[config.mk]
export PLATFORM = sky130hd
export DESIGN_NAME = id_ex_reg
export DESIGN_NICKNAME = d
export VERILOG_FILES = /design/src/rtl/id_ex_reg.sv
export SDC_FILE = /design/constraint.sdc
export NUM_CORES = 1
export LEC_CHECK = 0
export ABC_AREA = 1
export BUFFER_PORTS_ARGS = -buffer_cell sky130_fd_sc_hd__clkbuf_2
export CORE_MARGIN = 2
export CORE_UTILIZATION = 38
export CTS_CLUSTER_SIZE = 30
export DETAILED_ROUTE_END_ITERATION = 16
export GPL_TIMING_DRIVEN = 0
export PLACE_DENSITY_LB_ADDON = 0.08
export SYNTH_ARGS = -nofsm -noshare
export SYNTH_HDL_FRONTEND = slang
export SYNTH_SLANG_ARGS = --single-unit
[constraint.sdc]
create_clock -name i_clk -period 3.61 [get_ports i_clk]
set_input_delay 0 -clock i_clk [delete_from_list [all_inputs] [get_ports i_clk]]
set_output_delay 0 -clock i_clk [all_outputs]
set_load 0.05 [all_outputs]
[src/rtl/id_ex_reg.sv]
// ID/EX pipeline register: carries decoded operands, register specifiers and
// control from decode into execute, with flush, stall and load-use bubble.
// Latency 1 cycle. Priority: reset > flush > stall > load-use bubble > load.
// Ports:
//   i_clk, i_reset (sync, active-low)
//   i_valid, i_stall, i_flush: decode valid, downstream hold, squash
//   i_pc, i_rs_data, i_rt_data, i_ext_imm (NBITS): datapath words in
//   i_rs_addr, i_rt_addr, i_rd_addr (5): register specifiers in
//   i_ctrl (CTRL_BITS): control bundle, bit0 = mem_read, bit1 = reg_write
//   o_*: registered copies of the above, plus o_valid
//   o_load_use: combinational load-use hazard; upstream holds PC and IF/ID
//   o_dbg_count (32): valid-load counter, only when ID_EX_DEBUG_EN is defined
module id_ex_reg #(
  parameter int NBITS     = 32,
  parameter int CTRL_BITS = 12
) (
  input  logic                 i_clk,
  input  logic                 i_reset,
  input  logic                 i_valid,
  input  logic                 i_stall,
  input  logic                 i_flush,
  input  logic [NBITS-1:0]     i_pc,
  input  logic [NBITS-1:0]     i_rs_data,
  input  logic [NBITS-1:0]     i_rt_data,
  input  logic [NBITS-1:0]     i_ext_imm,
  input  logic [4:0]           i_rs_addr,
  input  logic [4:0]           i_rt_addr,
  input  logic [4:0]           i_rd_addr,
  input  logic [CTRL_BITS-1:0] i_ctrl,
  output logic [NBITS-1:0]     o_pc,
  output logic [NBITS-1:0]     o_rs_data,
  output logic [NBITS-1:0]     o_rt_data,
  output logic [NBITS-1:0]     o_ext_imm,
  output logic [4:0]           o_rs_addr,
  output logic [4:0]           o_rt_addr,
  output logic [4:0]           o_rd_addr,
  output logic [CTRL_BITS-1:0] o_ctrl,
  output logic                 o_valid,
`ifdef ID_EX_DEBUG_EN
  output logic [31:0]          o_dbg_count,
`endif
  output logic                 o_load_use
);

  logic [NBITS-1:0]     pc_q, pc_d;
  logic [NBITS-1:0]     rs_data_q, rs_data_d;
  logic [NBITS-1:0]     rt_data_q, rt_data_d;
  logic [NBITS-1:0]     ext_imm_q, ext_imm_d;
  logic [4:0]           rs_addr_q, rs_addr_d;
  logic [4:0]           rt_addr_q, rt_addr_d;
  logic [4:0]           rd_addr_q, rd_addr_d;
  logic [CTRL_BITS-1:0] ctrl_q, ctrl_d;
  logic                 valid_q, valid_d;
  logic                 load_use;
  logic                 load_en;

  // A load in EX whose destination ($rt) is a source of the instruction in
  // decode. $zero is never a real dependency.
  assign load_use = valid_q && ctrl_q[0] && i_valid && (rt_addr_q != 5'd0) &&
                    ((rt_addr_q == i_rs_addr) || (rt_addr_q == i_rt_addr));

  // Normal capture: no flush, no stall, no bubble (reset handled in the flop).
  assign load_en = !i_flush && !i_stall && !load_use;

  always_comb begin
    pc_d      = pc_q;
    rs_data_d = rs_data_q;
    rt_data_d = rt_data_q;
    ext_imm_d = ext_imm_q;
    rs_addr_d = rs_addr_q;
    rt_addr_d = rt_addr_q;
    rd_addr_d = rd_addr_q;
    ctrl_d    = ctrl_q;
    valid_d   = valid_q;
    if (i_flush) begin
      pc_d      = '0;
      rs_data_d = '0;
      rt_data_d = '0;
      ext_imm_d = '0;
      rs_addr_d = '0;
      rt_addr_d = '0;
      rd_addr_d = '0;
      ctrl_d    = '0;
      valid_d   = 1'b0;
    end else if (i_stall) begin
      // hold everything; load_use may still be high but must not disturb state
    end else if (load_use) begin
      // Bubble: kill control only; data fields are don't-care downstream and
      // are simply held.
      ctrl_d  = '0;
      valid_d = 1'b0;
    end else begin
      pc_d      = i_pc;
      rs_data_d = i_rs_data;
      rt_data_d = i_rt_data;
      ext_imm_d = i_ext_imm;
      rs_addr_d = i_rs_addr;
      rt_addr_d = i_rt_addr;
      rd_addr_d = i_rd_addr;
      // A non-valid slot must never carry live control into execute.
      ctrl_d    = i_valid ? i_ctrl : '0;
      valid_d   = i_valid;
    end
  end

  always_ff @(posedge i_clk) begin
    if (!i_reset) begin
      pc_q      <= '0;
      rs_data_q <= '0;
      rt_data_q <= '0;
      ext_imm_q <= '0;
      rs_addr_q <= '0;
      rt_addr_q <= '0;
      rd_addr_q <= '0;
      ctrl_q    <= '0;
      valid_q   <= 1'b0;
    end else begin
      pc_q      <= pc_d;
      rs_data_q <= rs_data_d;
      rt_data_q <= rt_data_d;
      ext_imm_q <= ext_imm_d;
      rs_addr_q <= rs_addr_d;
      rt_addr_q <= rt_addr_d;
      rd_addr_q <= rd_addr_d;
      ctrl_q    <= ctrl_d;
      valid_q   <= valid_d;
    end
  end

`ifdef ID_EX_DEBUG_EN
  logic [31:0] dbg_count_q, dbg_count_d;

  // Counts only edges that capture a valid instruction; wraps naturally.
  always_comb begin
    dbg_count_d = dbg_count_q;
    if (load_en && i_valid) dbg_count_d = dbg_count_q + 32'd1;
  end

  always_ff @(posedge i_clk) begin
    if (!i_reset) dbg_count_q <= '0;
    else          dbg_count_q <= dbg_count_d;
  end

  assign o_dbg_count = dbg_count_q;
`endif

  assign o_pc       = pc_q;
  assign o_rs_data  = rs_data_q;
  assign o_rt_data  = rt_data_q;
  assign o_ext_imm  = ext_imm_q;
  assign o_rs_addr  = rs_addr_q;
  assign o_rt_addr  = rt_addr_q;
  assign o_rd_addr  = rd_addr_q;
  assign o_ctrl     = ctrl_q;
  assign o_valid    = valid_q;
  assign o_load_use = load_use;

endmodule

==> impl_metrics.prom <==
# TYPE chip_impl_metric gauge
chip_impl_info{name="status",value="completed"} 1
chip_impl_metric{name="avgViaCountPerCell",unit=""} 4.53
chip_impl_metric{name="global_route_wire_length_before_repair",unit="mm"} 38.5
chip_impl_metric{name="synth-edff-count",unit=""} 0
chip_impl_metric{name="postSynth.asyncResetShare",unit="%"} 0
chip_impl_metric{name="fin_setup_tns",unit="ps"} 0
chip_impl_info{name="cpMaxStageDelayCell",value="sky130_fd_sc_hd__dlygate4sd3_1"} 1
chip_impl_metric{name="internal-power",unit="W"} 0.00313
chip_impl_info{name="clockRootBuffer",value="sky130_fd_sc_hd__clkbuf_16"} 1
chip_impl_metric{name="tightest_slew",unit="ps"} 819
chip_impl_metric{name="postSynthCellCount",unit=""} 1066
chip_impl_info{name="synth.most_common_cell",value="sky130_fd_sc_hd__nand2_1"} 1
chip_impl_metric{name="finalMaxSlewViolations",unit=""} 0
chip_impl_metric{name="power.net_switching",unit="W"} 0.00137
chip_impl_metric{name="worst-r2r-cell-count",unit=""} 11
chip_impl_metric{name="synth-xor-area-share",unit="%"} 0.239
chip_impl_metric{name="sequentialPowerShare",unit="%"} 40.8
chip_impl_metric{name="synth_top_area_share",unit="%"} 42.5
chip_impl_metric{name="cts_inserted_buffers",unit=""} 17
chip_impl_metric{name="synth.yosys.seq_area_share",unit="%"} 42.5
chip_impl_metric{name="yosys_register_bits",unit=""} 156
chip_impl_metric{name="number_of_iterations_in_the_first_detailed_routing_pass",unit=""} 6
chip_impl_metric{name="global_route_overflow",unit=""} 0
chip_impl_metric{name="timing.final.crit_share",unit="%"} 59.0
chip_impl_metric{name="die_x",unit="um"} 143
chip_impl_metric{name="fp.dieH",unit="um"} 143
chip_impl_metric{name="area_fraction_in_compound_gates_after_synthesis",unit="%"} 10.6
chip_impl_info{name="start_kind",value="flop"} 1
chip_impl_metric{name="final-instance-count-excl-fill",unit=""} 1832
chip_impl_metric{name="grt_pass1_vias",unit=""} 7932
chip_impl_metric{name="power.switching_fraction",unit="%"} 30.4
chip_impl_metric{name="achievable_frequency",unit="GHz"} 0.470
chip_impl_metric{name="worst-path-stages",unit=""} 11
chip_impl_metric{name="power_leakage",unit="nW"} 6.09
chip_impl_metric{name="synth.yosys.warnings",unit=""} 0
chip_impl_metric{name="initialDrtViolationCount",unit=""} 283
chip_impl_metric{name="required_arrival_time_at_the_worst_endpoint",unit="ps"} 3980
chip_impl_metric{name="placement_rows",unit=""} 50
chip_impl_metric{name="n_fill_cell",unit=""} 1819
chip_impl_metric{name="synthesis.nets",unit=""} 1226
chip_impl_info{name="critical_path.top_delay_family",value="buffers and inverters"} 1
chip_impl_metric{name="routed_wl",unit="mm"} 24.7
chip_impl_metric{name="layout-drive-gt1-share",unit="%"} 26.3
chip_impl_metric{name="synth-adder-area-share",unit="%"} 0
chip_impl_metric{name="report.final.setup_viol",unit=""} 0
chip_impl_metric{name="power.share.clock",unit="%"} 39.1
chip_impl_metric{name="syn_area",unit="mm2"} 0.00734
chip_impl_metric{name="max_cap_viol_count",unit=""} 0
chip_impl_metric{name="avgSynthCellArea",unit="um2"} 6.89
chip_impl_metric{name="grt_start_max_net_pins",unit=""} 17
chip_impl_metric{name="worst_hold_path_stage_count",unit=""} 4
chip_impl_metric{name="insertion_delay",unit="ps"} 420
chip_impl_metric{name="share_comb_of_total_power",unit="%"} 20.1
chip_impl_metric{name="number_of_antenna_violations_at_the_first_check_in_global_routing",unit=""} 0
chip_impl_metric{name="clk_pin_slew",unit="ps"} 70
chip_impl_metric{name="areaGrowthSynthToFinish",unit="%"} 55.3
chip_impl_metric{name="max-slew-margin-rel",unit="%"} 45.3
chip_impl_metric{name="floorplan.die_area",unit="mm2"} 0.0205
chip_impl_info{name="rsz_0062_raised_after_global_routing",value="no"} 1
chip_impl_metric{name="floorplan.initialDensity",unit="%"} 39.0
chip_impl_metric{name="clock_sinks",unit=""} 156
chip_impl_metric{name="ir_drop",unit="uV"} 322
chip_impl_metric{name="antenna_cells",unit=""} 0
chip_impl_info{name="synth_largest_area_cell",value="sky130_fd_sc_hd__dfxtp_1"} 1
chip_impl_metric{name="synthDistinctLibCells",unit=""} 18
chip_impl_metric{name="clock_tree.htree_level_count",unit=""} 4
chip_impl_metric{name="post-dp-hpwl",unit="mm"} 16.9
chip_impl_metric{name="buffer_ports.inserted",unit=""} 316
chip_impl_info{name="cts_tree",value="done"} 1
chip_impl_metric{name="power_per_cell_area",unit="mW/mm2"} 394
chip_impl_info{name="synth-main-ff-cell",value="sky130_fd_sc_hd__dfxtp_1"} 1
chip_impl_metric{name="cp_max_fanout",unit=""} 10
chip_impl_info{name="synth_common_cells",value="sky130_fd_sc_hd__nand2_1 (191), sky130_fd_sc_hd__inv_1 (161), sky130_fd_sc_hd__nand3_1 (158), sky130_fd_sc_hd__a21oi_1 (156), sky130_fd_sc_hd__dfxtp_1 (156)"} 1
chip_impl_metric{name="placed_cells",unit=""} 1642
chip_impl_metric{name="fp.coreArea",unit="mm2"} 0.0188
chip_impl_metric{name="design.portCount",unit=""} 317
chip_impl_metric{name="synthMuxAreaShare",unit="%"} 0
chip_impl_info{name="worstPathCellList",value="nor2_1 > nor2_1 > nor2_1 > nand3_1 > nand2_1 > nand2_2 > buf_6 > buf_6 > nand3_1 > a21oi_1 > dlygate4sd3_1"} 1
chip_impl_info{name="timing.setup.critical_path_class",value="flop to flop"} 1
chip_impl_metric{name="post_synthesis_simple_gate_area_fraction",unit="%"} 28.5
chip_impl_info{name="synth_top_family_by_area",value="simple AND/OR/NAND/NOR gates"} 1
chip_impl_metric{name="report.final.hold_viol_count",unit=""} 0
chip_impl_metric{name="antenna_violating_nets_post_route",unit=""} 0
chip_impl_metric{name="cts_max_path_buffers",unit=""} 2
chip_impl_metric{name="critPathBufInv",unit=""} 3
chip_impl_info{name="synth.area.top_cells",value="sky130_fd_sc_hd__dfxtp_1 (43%), sky130_fd_sc_hd__nand3_1 (11%), sky130_fd_sc_hd__a21oi_1 (11%)"} 1
chip_impl_metric{name="place.gp.congestion",unit=""} 0.823
chip_impl_metric{name="grtUsageTotal",unit="%"} 23.6
chip_impl_metric{name="worst-endpoint-arrival",unit="ps"} 2500
chip_impl_metric{name="dr_total_vias",unit=""} 8299
chip_impl_info{name="crit_top_cell",value="sky130_fd_sc_hd__nor2_1"} 1
chip_impl_metric{name="finalClockSkew",unit="ps"} 11.4
chip_impl_metric{name="nNetsFinal",unit=""} 1719
chip_impl_metric{name="post-route-drc-count",unit=""} 0
chip_impl_info{name="critical_path.endpoint_type",value="flop"} 1
chip_impl_metric{name="slowest_delay",unit="ps"} 550
chip_impl_metric{name="finalWorstPathRequiredPeriod",unit="ps"} 2130
chip_impl_metric{name="post_drt_wl_per_cell",unit="um"} 13.5
chip_impl_info{name="worstHoldPathType",value="input pin to flop"} 1
[worst reg2reg max path, delay by kind of cell (launching register included)]
family	cells	cell delay, ps
AOI/OAI and AO/OA	1	140
DFF	1	460
buffers and inverters	3	960
and+or+nand+nor	7	500
[cells by family after synthesis]
family	count (synthesis)
buffers and inverters	249
AO/OA/AOI/OAI	156
XOR/XNOR	2
flip-flops	156
AND/OR/NAND/NOR	503
[cell type report]
type | count | area [um2] | area share, %
Buffer | 84 | 707 | 6.20
Clock buffer | 19 | 443 | 3.88
Clock inverter | 13 | 131 | 1.15
Inverter | 165 | 619 | 5.43
Multi-Input combinational cell | 661 | 2890 | 25.4
Sequential cell | 156 | 3120 | 27.4
Tap cell | 260 | 325 | 2.85
Timing Repair Buffer | 474 | 3160 | 27.7
[power groups by stage]
stage          clock [W]  combinational, W  sequential [W]
5_1_grt          0.00186          0.000982         0.00184
6_report         0.00176          0.000904         0.00183
3_5_place_dp           0          0.000766         0.00187
3_3_place_gp           0          0.000765         0.00187
2_1_floorplan          0          0.000286         0.00211
4_1_cts          0.00181          0.000903         0.00183
[registers in the layout, summed over array words and instances (netlist names)]
signal	count
o_rt_addr	5
o_rd_addr	5
o_rt_data	32
o_valid	1
o_ext_imm	32
o_rs_data	32
o_ctrl	12
o_pc	32
o_rs_addr	5
[cells in the final DEF (no fill, tap or decap), drive strengths merged]
cell,n
clkbuf,347
a21oi,156
clkinvlp,2
nand4,2
clkinv,4
inv,171
bufinv,1
dfxtp,156
xnor2,2
nand2,192
nand3,158
dlygate4sd3,158
nor2,151
buf,72
[final timing paths]
check,from,to,slack [ps]
setup / recovery,o_rt_addr[0]$_SDFFE_PP0P_,o_ctrl[0]$_SDFFE_PP0N_,1480
hold / removal,i_flush,o_valid$_SDFFE_PP0N_,80
setup reg to reg,o_rt_addr[0]$_SDFFE_PP0P_,o_ctrl[0]$_SDFFE_PP0N_,1480
hold reg to reg,o_ctrl[6]$_SDFFE_PP0N_,o_ctrl[6]$_SDFFE_PP0N_,470
[per-layer routing]
layer	part of all wire, %	wire (um)	track usage [%]
met5	0	0	0
met1	43	10700	28.5
met2	48	11800	40.5
met4	3.1	777	9.59
met3	5.8	1430	5.47
[stage by stage]
step / hold WS [ps] / utilization (%) / worst slack [ps] / power [W] / cell area [um2]
after floorplan: 140 / - / 1860 / 0.00240 / 7340
after global placement: 302 / 49.1 / 2000 / 0.00263 / 9250
after detailed placement: 303 / 49.1 / 1980 / 0.00264 / 9250
after CTS: 64.7 / 60.6 / 1480 / 0.00454 / 11400
after global routing: 90.5 / 60.6 / 1320 / 0.00469 / 11400
final: 76.3 / 60.6 / 1480 / 0.00450 / 11400
[what timing repair did]
action	in CTS	in global routing
endpoints found under the hold margin	156	0
buffers inserted	0	0
endpoints found under the setup margin	0	0
gates resized for setup	0	0
hold buffers	158	0
Note: power is estimated with default switching activity, not from simulation.
